File: config.mk
export PLATFORM = sky130hd
export DESIGN_NAME = spi_stream_arbiter
export DESIGN_NICKNAME = d
export VERILOG_FILES = /design/src/rtl/spi_arb_pkg.sv /design/src/rtl/spi_stream_arbiter_rr.sv /design/src/rtl/spi_stream_arbiter.sv
export SDC_FILE = /design/constraint.sdc
export NUM_CORES = 1
export LEC_CHECK = 0
export BUFFER_PORTS_ARGS = -buffer_cell sky130_fd_sc_hd__buf_4
export CAP_MARGIN = 15
export CORE_ASPECT_RATIO = 0.6
export CORE_MARGIN = 2
export CORE_UTILIZATION = 45
export CTS_CLUSTER_SIZE = 12
export DETAILED_ROUTE_END_ITERATION = 6
export PLACE_DENSITY = 0.79
export SYNTH_ARGS = -nofsm -noshare
export SYNTH_HDL_FRONTEND = slang
export SYNTH_SLANG_ARGS = --single-unit
File: constraint.sdc
create_clock -name clk -period 8.9 [get_ports clk]
set_input_delay 0.445 -clock clk [delete_from_list [all_inputs] [get_ports clk]]
set_output_delay 0.445 -clock clk [all_outputs]
set_load 0.02 [all_outputs]
File: src/rtl/spi_arb_pkg.sv
// spi_arb_pkg: state encoding and request word layout shared by the SPI stream arbiter
package spi_arb_pkg;
  typedef enum logic [2:0] {S_IDLE, S_ISSUE, S_STREAM, S_STOP, S_WAIT_DONE, S_GAP} state_e;
  localparam int WORD_W = 40;
  localparam int CMD_MSB = 39;
  localparam int CMD_LSB = 32;
  localparam int SECTOR_MSB = 31;
  localparam int SECTOR_LSB = 16;
  localparam int LEN_MSB = 15;
  localparam int LEN_LSB = 0;
  localparam logic [7:0] STOP_CMD = 8'hFF;
  typedef struct packed {
    logic [CMD_MSB-CMD_LSB:0] cmd;
    logic [SECTOR_MSB-SECTOR_LSB:0] sector;
    logic [LEN_MSB-LEN_LSB:0] len;
  } req_word_t;
  localparam req_word_t STOP_WORD = '{cmd: STOP_CMD, sector: '0, len: '0};
endpackage

File: src/rtl/spi_stream_arbiter_rr.sv
// rr_arbiter3: three-way round-robin pick, priority starting one above the last grant
module rr_arbiter3 (
  input  logic [2:0] req,
  input  logic [1:0] last,
  output logic [2:0] gnt,
  output logic       any
);
  logic [1:0] start, off;
  logic [2:0] rot, sum, idx;
  always_comb begin
    start = (last >= 2'd2) ? 2'd0 : last + 2'd1;
    rot = 3'({req, req} >> start);
    off = rot[0] ? 2'd0 : rot[1] ? 2'd1 : 2'd2;
    sum = {1'b0, start} + {1'b0, off};
    idx = (sum >= 3'd3) ? sum - 3'd3 : sum;
    any = |req;
    gnt = any ? (3'b001 << idx) : 3'b000;
  end
endmodule

File: src/rtl/spi_stream_arbiter.sv
// spi_stream_arbiter: shares one SPI streamer among three requesters, with abort and watchdog stop
module spi_stream_arbiter
  import spi_arb_pkg::*;
#(
  parameter int N_REQ       = 3,
  parameter int TIMEOUT_CYC = 1000000
) (
  input  logic                      clk,
  input  logic                      rst,
  input  logic [N_REQ-1:0]          req_valid,
  input  logic [WORD_W*N_REQ-1:0]   req_data,
  output logic [N_REQ-1:0]          req_ready,
  input  logic [N_REQ-1:0]          req_abort,
  output logic [N_REQ-1:0]          grant,
  output logic [7:0]                s_dout,
  output logic [N_REQ-1:0]          s_valid,
  input  logic [N_REQ-1:0]          s_ready,
  output logic [WORD_W-1:0]         str_word,
  output logic                      str_valid,
  input  logic                      str_ready,
  input  logic [7:0]                str_din,
  input  logic                      str_ivalid,
  output logic                      str_oready,
  input  logic                      str_done,
  output logic [31:0]               xfer_count,
  output logic                      err
);
  localparam int WD_W = $clog2(TIMEOUT_CYC + 1);
  state_e state_q, state_d;
  logic [N_REQ-1:0] grant_q, grant_d, ready_q, ready_d, req_eff, pick;
  req_word_t word_q, word_d, word_sel;
  logic [1:0] ptr_q, ptr_d, last_idx, pick_idx;
  logic [31:0] cnt_q, cnt_d;
  logic [WD_W-1:0] wd_q, wd_d;
  logic pick_any, fwd, beat, own_abort, timeout;

  rr_arbiter3 u_rr (.req(req_eff), .last(last_idx), .gnt(pick), .any(pick_any));

  // A requester whose accept pulse is on the wire this cycle still shows req_valid; skip it.
  always_comb begin
    req_eff = req_valid & ~ready_q;
    last_idx = (ptr_q == 2'd0) ? 2'd2 : ptr_q - 2'd1;
    pick_idx = pick[1] ? 2'd1 : pick[2] ? 2'd2 : 2'd0;
    word_sel = req_word_t'(req_data[WORD_W*pick_idx +: WORD_W]);
    fwd = (state_q == S_STREAM) || (state_q == S_WAIT_DONE);
    beat = fwd & str_ivalid & |(s_ready & grant_q);
    own_abort = |(req_abort & grant_q);
    timeout = fwd & ~beat & (wd_q == WD_W'(TIMEOUT_CYC - 1));
    err = timeout & ~str_done;
    grant = grant_q;
    req_ready = ready_q;
    xfer_count = cnt_q;
    s_dout = str_din;
    s_valid = (fwd & str_ivalid) ? grant_q : '0;
    str_oready = beat;
    str_valid = (state_q == S_ISSUE) || (state_q == S_STOP);
    str_word = (state_q == S_ISSUE) ? word_q : (state_q == S_STOP) ? STOP_WORD : '0;
  end

  always_comb begin
    state_d = state_q;
    grant_d = grant_q;
    ready_d = '0;
    word_d = word_q;
    ptr_d = ptr_q;
    cnt_d = (beat && cnt_q != '1) ? cnt_q + 32'd1 : cnt_q;
    wd_d = (fwd && !beat) ? wd_q + WD_W'(1) : '0;
    case (state_q)
      S_IDLE: if (pick_any) begin
        ready_d = pick;
        ptr_d = (pick_idx == 2'd2) ? 2'd0 : pick_idx + 2'd1;
        if (word_sel.cmd != STOP_CMD) begin
          grant_d = pick;
          word_d = word_sel;
          cnt_d = '0;
          state_d = S_ISSUE;
        end
      end
      S_ISSUE:     state_d = str_ready ? S_STREAM : S_ISSUE;
      S_STREAM:    state_d = str_done ? S_GAP : (own_abort || timeout) ? S_STOP : S_STREAM;
      S_STOP:      state_d = S_WAIT_DONE;
      S_WAIT_DONE: state_d = (str_done || timeout) ? S_GAP : S_WAIT_DONE;
      S_GAP:       state_d = S_IDLE;
      default:     state_d = S_IDLE;
    endcase
    if (state_d == S_GAP) grant_d = '0;
  end

  always_ff @(posedge clk) begin
    if (rst) begin
      state_q <= S_IDLE;
      grant_q <= '0;
      ready_q <= '0;
      word_q  <= '0;
      ptr_q   <= '0;
      cnt_q   <= '0;
      wd_q    <= '0;
    end else begin
      state_q <= state_d;
      grant_q <= grant_d;
      ready_q <= ready_d;
      word_q  <= word_d;
      ptr_q   <= ptr_d;
      cnt_q   <= cnt_d;
      wd_q    <= wd_d;
    end
  end
endmodule

## After elaboration in Yosys (flattened, before gate mapping)

Index checks and enable logic that the tools add are counted.

| word-level totals | value |
|---|---|
| output and inout bits | 92 |
| logic and storage cells | 85 |
| bits of input ports | 142 |
| register bits | 103 |

| operators by class | value |
|---|---|
| $add $sub $neg | 7 |
| $mul | 1 |
| magnitude comparators | 2 |
| reductions and logical operators | 17 |
| bitwise gates (word level) | 14 |
| eq/ne operators | 9 |
| muxes and demuxes | 23 |
| shift operators | 3 |

Operator list:

| kind | count |
|---|---|
| 2-to-1 mux 32 bit | 4 |
| indexed part select 120 x 9 -> 40 bit | 1 |
| 2-to-1 mux 40 bit | 2 |
| adder 32 x 1 -> 32 bit, second input constant | 1 |
| != test 32 bit, second input constant | 1 |
| adder 20 x 1 -> 20 bit, second input constant | 1 |
| == test 20 bit, second input constant | 1 |
| 2-to-1 mux 3 bit | 6 |
| 2-to-1 mux 2 bit | 8 |
| one-hot mux 3 bit (5 select lines) | 1 |
| OR reduction 3 bit | 4 |
| AND 3 bit | 3 |
| != test 8 bit, second input constant | 1 |
| == test 3 x 2 -> 1 bit, second input constant | 2 |
| == test 3 bit, second input constant | 2 |
| right shift 6 x 2 -> 2 bit | 1 |
| AND 1 bit | 5 |
| multiplier 3 x 2 -> 5 bit, first input constant | 1 |
| NOT 1 bit | 5 |
| adder 2 x 1 -> 2 bit, second input constant | 2 |
| logical OR 1 bit | 4 |
| OR reduction 2 bit | 2 |
| adder 2 x 2 -> 3 bit | 1 |
| == test 3 x 1 -> 1 bit, second input constant | 1 |
| other kinds (14) | 16 |

## Logic depth before layout (Yosys ltp)

| logic depth | value |
|---|---|
| depth after elaboration | 22 |
| mapped depth | 19 |
| gate-level depth less buffers | 15 |

## Cells and area by module

Synthesis repeated with hierarchy kept, for this count alone.

| unflattened totals | value |
|---|---|
| cell total of the unflattened synthesis | 782 |
| area total of the unflattened synthesis | 6169.7 sq um |

By module, submodules not included:

| module | times used | area an instance (sq um) | cells an instance | seq. area each (sq um) |
|---|---|---|---|---|
| spi_stream_arbiter | 1 | 5964.5 | 753 | 2062.0 |
| rr_arbiter3 | 1 | 205.2 | 29 | 0.0 |

## Least setup slack after synthesis

No wires, ideal clock.

| timing | value |
|---|---|
| kind | input -> register |
| from | input req_valid[0] |
| to | register word_q[10] in the netlist's numbering |
| buffers on the path | 3 |
| slack | 4383 ps |
| arrival time | 4446 ps |
| cell stages on the path | 17 |
| required time | 8828 ps |
| library setup time | 72 ps |
| cells stage by stage | nor2b_1 -> nor3_1 -> a311oi_1 -> a21oi_1 -> ha_1 -> fa_1 -> ha_1 -> ha_1 -> nor4b_2 -> o21a_2 -> buf_4 -> a22oi_1 -> o41a_1 -> buf_2 -> nor3_4 -> buf_6 -> mux2i_1 |

| on the way | value |
|---|---|
| word-level cells in the longest chain between the ends | 15 |
| elaborated cells on any way between the ends | 17 |
| those cells by class | 2 x add/sub; 1 x mul; 1 x order compare; 1 x eq/ne; 3 x shift; 6 x mux; 1 x bitwise; 2 x reduce/logical |

Ends and longest elaborated chain:

| item | line | RTL |
|---|---|---|
| start: declaration | spi_stream_arbiter.sv:10 | `input logic [N_REQ-1:0] req_valid,` |
| AND 3 bit (*) | spi_stream_arbiter.sv:41 | `req_eff = req_valid & ~ready_q;` |
| right shift 6 x 2 -> 2 bit | spi_stream_arbiter_rr.sv:12 | `rot = 3'({req, req} >> start);` |
| 2-to-1 mux 2 bit (2 in a row) | spi_stream_arbiter_rr.sv:13 | `off = rot[0] ? 2'd0 : rot[1] ? 2'd1 : 2'd2;` |
| adder 2 x 2 -> 3 bit | spi_stream_arbiter_rr.sv:14 | `sum = {1'b0, start} + {1'b0, off};` |
| subtractor 3 x 2 -> 3 bit / greater-or-equal comparator 3 x 2 -> 1 bit (equally long branches) | spi_stream_arbiter_rr.sv:15 | `idx = (sum >= 3'd3) ? sum - 3'd3 : sum;` |
| 2-to-1 mux 3 bit | spi_stream_arbiter_rr.sv:15 |  |
| << shifter 1 x 3 -> 3 bit | spi_stream_arbiter_rr.sv:17 | `gnt = any ? (3'b001 << idx) : 3'b000;` |
| 2-to-1 mux 3 bit | spi_stream_arbiter_rr.sv:17 |  |
| 2-to-1 mux 2 bit (2 in a row) | spi_stream_arbiter.sv:43 | `pick_idx = pick[1] ? 2'd1 : pick[2] ? 2'd2 : 2'd0;` |
| multiplier 3 x 2 -> 5 bit | spi_stream_arbiter.sv:44 | `word_sel = req_word_t'(req_data[WORD_W*pick_idx +: WORD_W]);` |
| indexed part select 120 x 9 -> 40 bit | spi_stream_arbiter.sv:44 |  |
| != test 8 bit | spi_stream_arbiter.sv:72 | `if (word_sel.cmd != STOP_CMD) begin` |
| AND reduction 3 bit (no source line) | -- |  |
| end signal: assignment | spi_stream_arbiter.sv:102 | `word_q <= word_d;` |
| end: declaration | spi_stream_arbiter.sv:31 | `req_word_t word_q, word_d, word_sel;` |

Every way passes the cells marked *; elsewhere a longest branch is shown, timed or not.
A chain may end at the register's enable or synchronous reset.

## Worst setup path after layout

| timing | value |
|---|---|
| from | register ready_q[0], in the netlist req_ready[0] |
| to | register word_q[28] in the netlist's numbering |

| on the way | value |
|---|---|
| word-level cells in the longest chain between the ends | 16 |
| elaborated cells on any way between the ends | 18 |
| those cells by class | 2 x add/sub; 1 x mul; 1 x order compare; 1 x eq/ne; 3 x shift; 6 x mux; 2 x bitwise; 2 x reduce/logical |

Ends and longest elaborated chain:

| item | line | RTL |
|---|---|---|
| start: declaration | spi_stream_arbiter.sv:30 | `logic [N_REQ-1:0] grant_q, grant_d, ready_q, ready_d, req_eff, pick;` |
| start signal: assignment | spi_stream_arbiter.sv:101 | `ready_q <= ready_d;` |
| NOT 3 bit (*) | spi_stream_arbiter.sv:41 |  |
| AND 3 bit (*) | spi_stream_arbiter.sv:41 |  |
| right shift 6 x 2 -> 2 bit | spi_stream_arbiter_rr.sv:12 |  |
| 2-to-1 mux 2 bit (2 in a row) | spi_stream_arbiter_rr.sv:13 |  |
| adder 2 x 2 -> 3 bit | spi_stream_arbiter_rr.sv:14 |  |
| subtractor 3 x 2 -> 3 bit / greater-or-equal comparator 3 x 2 -> 1 bit (equally long branches) | spi_stream_arbiter_rr.sv:15 |  |
| 2-to-1 mux 3 bit | spi_stream_arbiter_rr.sv:15 |  |
| << shifter 1 x 3 -> 3 bit | spi_stream_arbiter_rr.sv:17 |  |
| 2-to-1 mux 3 bit | spi_stream_arbiter_rr.sv:17 |  |
| 2-to-1 mux 2 bit (2 in a row) | spi_stream_arbiter.sv:43 |  |
| multiplier 3 x 2 -> 5 bit | spi_stream_arbiter.sv:44 |  |
| indexed part select 120 x 9 -> 40 bit | spi_stream_arbiter.sv:44 |  |
| != test 8 bit | spi_stream_arbiter.sv:72 |  |
| AND reduction 3 bit (no source line) | -- |  |

Marked as above.

==> impl_results.md <==
- Status: complete, no violations
- Placed Cells incl. Taps: 1066
- Final Hold Fails: 0
- Total core area: ~13000 um2
- Highest Clock Rate: 177 MHz
- Final #Nets: ~1100
- P&R area growth vs syn: 32.2%
- Number of DRC markers in iteration 0: about 360
- Top-area cell type share of the netlist area: approximately a third
- Largest net degree at the start of global routing: 67
- Yosys reg bits: between 100 and 150
- Critical path data required time: around 9 ns
- CTS HTree Levels: 3
- First-pass GRT wire length: roughly 26000 um
- Largest stage delay on the critical path: 0.64 ns
- Post-synthesis sequential area ratio: 33.7%
- Cell chain of the critical path: nor2b_1, nor3_1, a311oi_1, a21oi_1, ha_1, fa_1, ha_1, ha_1, nor4b_2, o21a_2, buf_4, a22oi_1, o41a_1, nor3_4, buf_4, mux2i_1
- Multi-input logic area: approximately 3800 um2
- Clock Skew: around 0.0076 ns
- CP max FO: 42
- Initial Util: a little under half
- Vias: about 5900
- Worst slew margin: 47.1%
- Sequential cell area: 2060 um2
- Setup bufs post-CTS: 0
- Max_cap viols: 0
- WL per Instance: around 15 um
- Vias in the first global route: 5324
- Hold WC Path Type: input pin to flop
- P_leak: roughly 3.3 nW
- Maximum vdd drop: between 0.3 and 0.4 mV
- Die area: roughly 15000 um2
- DP Worst Slack: 3.07 ns
- Final setup viols: 0
- Drt first pass iters: 5
- Antenna Cells: 0
- Synth Area in Compound Gates: approximately 16%
- Final Wtd Congestion: between 0.8 and 0.9
- Share of cells above drive strength 1: 28.3%
- Final TNS setup: 0 ns
- Die height: about 94 um
- Syn_area_per_cell: 8.46 um2
- Root Driver: clkbuf_16
- Synth Cell Area: about 6100 um2
- Syn nets: slightly below 900
- Tcrit/Tclk final: between 60% and 70%
- Fin. max-slew vios: 0
- RSZ-0062 raised after global routing: no
- Final Critical Period: 5.65 ns
- Worst skew pair latency: around 0.34 ns
- Ys flop type: dfxtp_1
- Top post-synthesis cells by area: dfxtp_1, mux2i_1, nor2_1, and2_1, xor2_1
- Crit start category: flop
- Bufs and invs on worst path: 2
- Largest family of logic cells by synthesized area: simple AND/OR/NAND/NOR gates
- Worst path slowest cell: nor4b_2
- CP Capture Type: flop
- Die X: about 150 um
- Post-CTS Resized: 0
- Total track usage: roughly 22%
- Slew @ Worst Pin: between 0.7 and 0.8 ns
- CP Data Arrival Time: 5.92 ns
- Yosys Warn Count: 0
- Fin worst setup slack: approximately 3.2 ns
- Synth Area in Adders: between 1 and 1.5%
- Post-synth ARST share: 0%
- Residual DRC count: 0
- Clock slew at reported path FFs: about 0.07 ns
- Critical path type: flop to flop
- Crit path top cell by count: ha_1
- WHS: around 0.39 ns
- Std-Cell Rows: 32
- Final HPWL DP: about 12000 um
- Total Wirelength: 16400 um
- Post-synthesis mux area share: 11.2%
- Synth Instances: 723
- ANT nets after route: 0
- Grt total ovfl: 0
- Pwr dens: roughly 380 nW/um2
- Initial antenna violation count: 0
- Filler-free cell count of the finished design: 1082
- Hold buffer count at cts: 0
- DR vias/cell: between 5 and 6
- Number of synthesized flops with an enable pin: 0
- Simple logic cell fraction of the synthesized area: around 27%
- CTS Buf Count: 9
- Family with the most delay on the worst path: compound AO/OA/AOI/OAI gates
- XOR/XNOR Fraction of Synth Area: 6.30%
- CTS Sinks: a little over 100
- Clock Path Buffers: 2
- Commonest non-fill, non-tap cells in the layout: buf_4, nor2_1, dfxtp_1
- Power, Total: 3.07 mW
- Fillcell total: 1181
- TritonCTS clock tree: done
- Distinct cells, synth: between 60 and 70
- Synth area leader: dfxtp_1
- I/O pin count: approximately 230
- Most common cell after layout, fill and taps aside: buf_4
- IO Port Bufs: approximately 220
-- per-stage QoR --
stage | instance area (um2) | utilization (%)
floorplan | 6110 | -
global placement | 7750 | 59.4
detailed placement | 7750 | 59.4
CTS | 8080 | 61.9
global route | 8080 | 61.9
finish | 8080 | 61.9
-- layout make-up --
type	instances	area share, %
multi-input cells	557	46.4
repair buffers	223	20.7
clock buffers	9	2.79
clock inverters	7	1.30
inverters	13	0.604
flip-flops and latches	103	25.5
well taps	170	2.63
-- power by group --
group,internal [mW],switching (mW),total (mW)
sequential,0.564,0.0642,0.628
combinational,0.826,1.19,2.01
clock,0.250,0.181,0.431
-- cell families (layout without fill, tap and decap cells) --
| family | after synthesis | after routing |
|---|---|---|
| mux | 68 | 68 |
| buf+inv | 63 | 252 |
| xor+xnor | 44 | 44 |
| fa+ha+maj | 6 | 6 |
| simple gates | 321 | 321 |
| compound gates | 118 | 118 |
| flops | 103 | 103 |
-- final timing paths --
kind / startpoint / to / slack (ns) / cells past startpoint
worst max-delay path: req_ready[0] / word_q[28] / 3.25 / 16
worst min-delay path: req_data[119] / word_q[39] / 0.39 / 3
worst max register to register: req_ready[0] / word_q[28] / 3.25 / 16
worst min register to register: word_q[31] / word_q[31] / 0.46 / 2
-- metal layers --
metal	GRT usage (%)	up-vias	share of wire, %
li1	-	2950	-
met1	32.1	2691	48
met2	34.9	204	45
met3	5.21	10	6.9
met4	3.70	0	0.58
met5	0	-	0
-- synthesized netlist by cell type (4+ instances only) --
| library cell | instances |
|---|---|
| and2_1 | 38 |
| ha_1 | 5 |
| o2bb2ai_1 | 4 |
| nand2b_1 | 28 |
| clkbuf_1 | 31 |
| nand2_1 | 44 |
| and4_1 | 5 |
| a221o_1 | 7 |
| o31ai_1 | 5 |
| buf_4 | 10 |
| or3_1 | 8 |
| a311oi_1 | 5 |
| nor4_1 | 7 |
| nor2b_1 | 6 |
| o211ai_1 | 9 |
| a21oi_1 | 16 |
| mux2i_1 | 67 |
| xnor2_1 | 19 |
| a22oi_1 | 5 |
| nand4_1 | 17 |
| nor2_1 | 106 |
| nor3_1 | 16 |
| dfxtp_1 | 103 |
| and3_1 | 7 |
| xor2_1 | 25 |
| inv_1 | 13 |
| a211o_1 | 24 |
| nand3_1 | 25 |
| o21ai_0 | 11 |
-- state kept, by name (all words and copies together), names as in the netlist --
register    flops
grant           3
ptr_q           2
req_ready       3
state_q         3
wd_q           20
word_q         40
xfer_count     32
-- worst register-to-register path, cell delays in order (launching register included) --
cell and delay, ns:
dfxtp_1 0.33, nor2b_1 0.33, nor3_1 0.10, a311oi_1 0.25, a21oi_1 0.07, ha_1 0.20, fa_1 0.56, ha_1 0.24
ha_1 0.27, nor4b_2 0.64, o21a_2 0.20, buf_4 0.52, a22oi_1 0.26, o41a_1 0.62, nor3_4 0.22, buf_4 0.49
mux2i_1 0.28
Note: power is estimated with default switching activity, not from simulation.
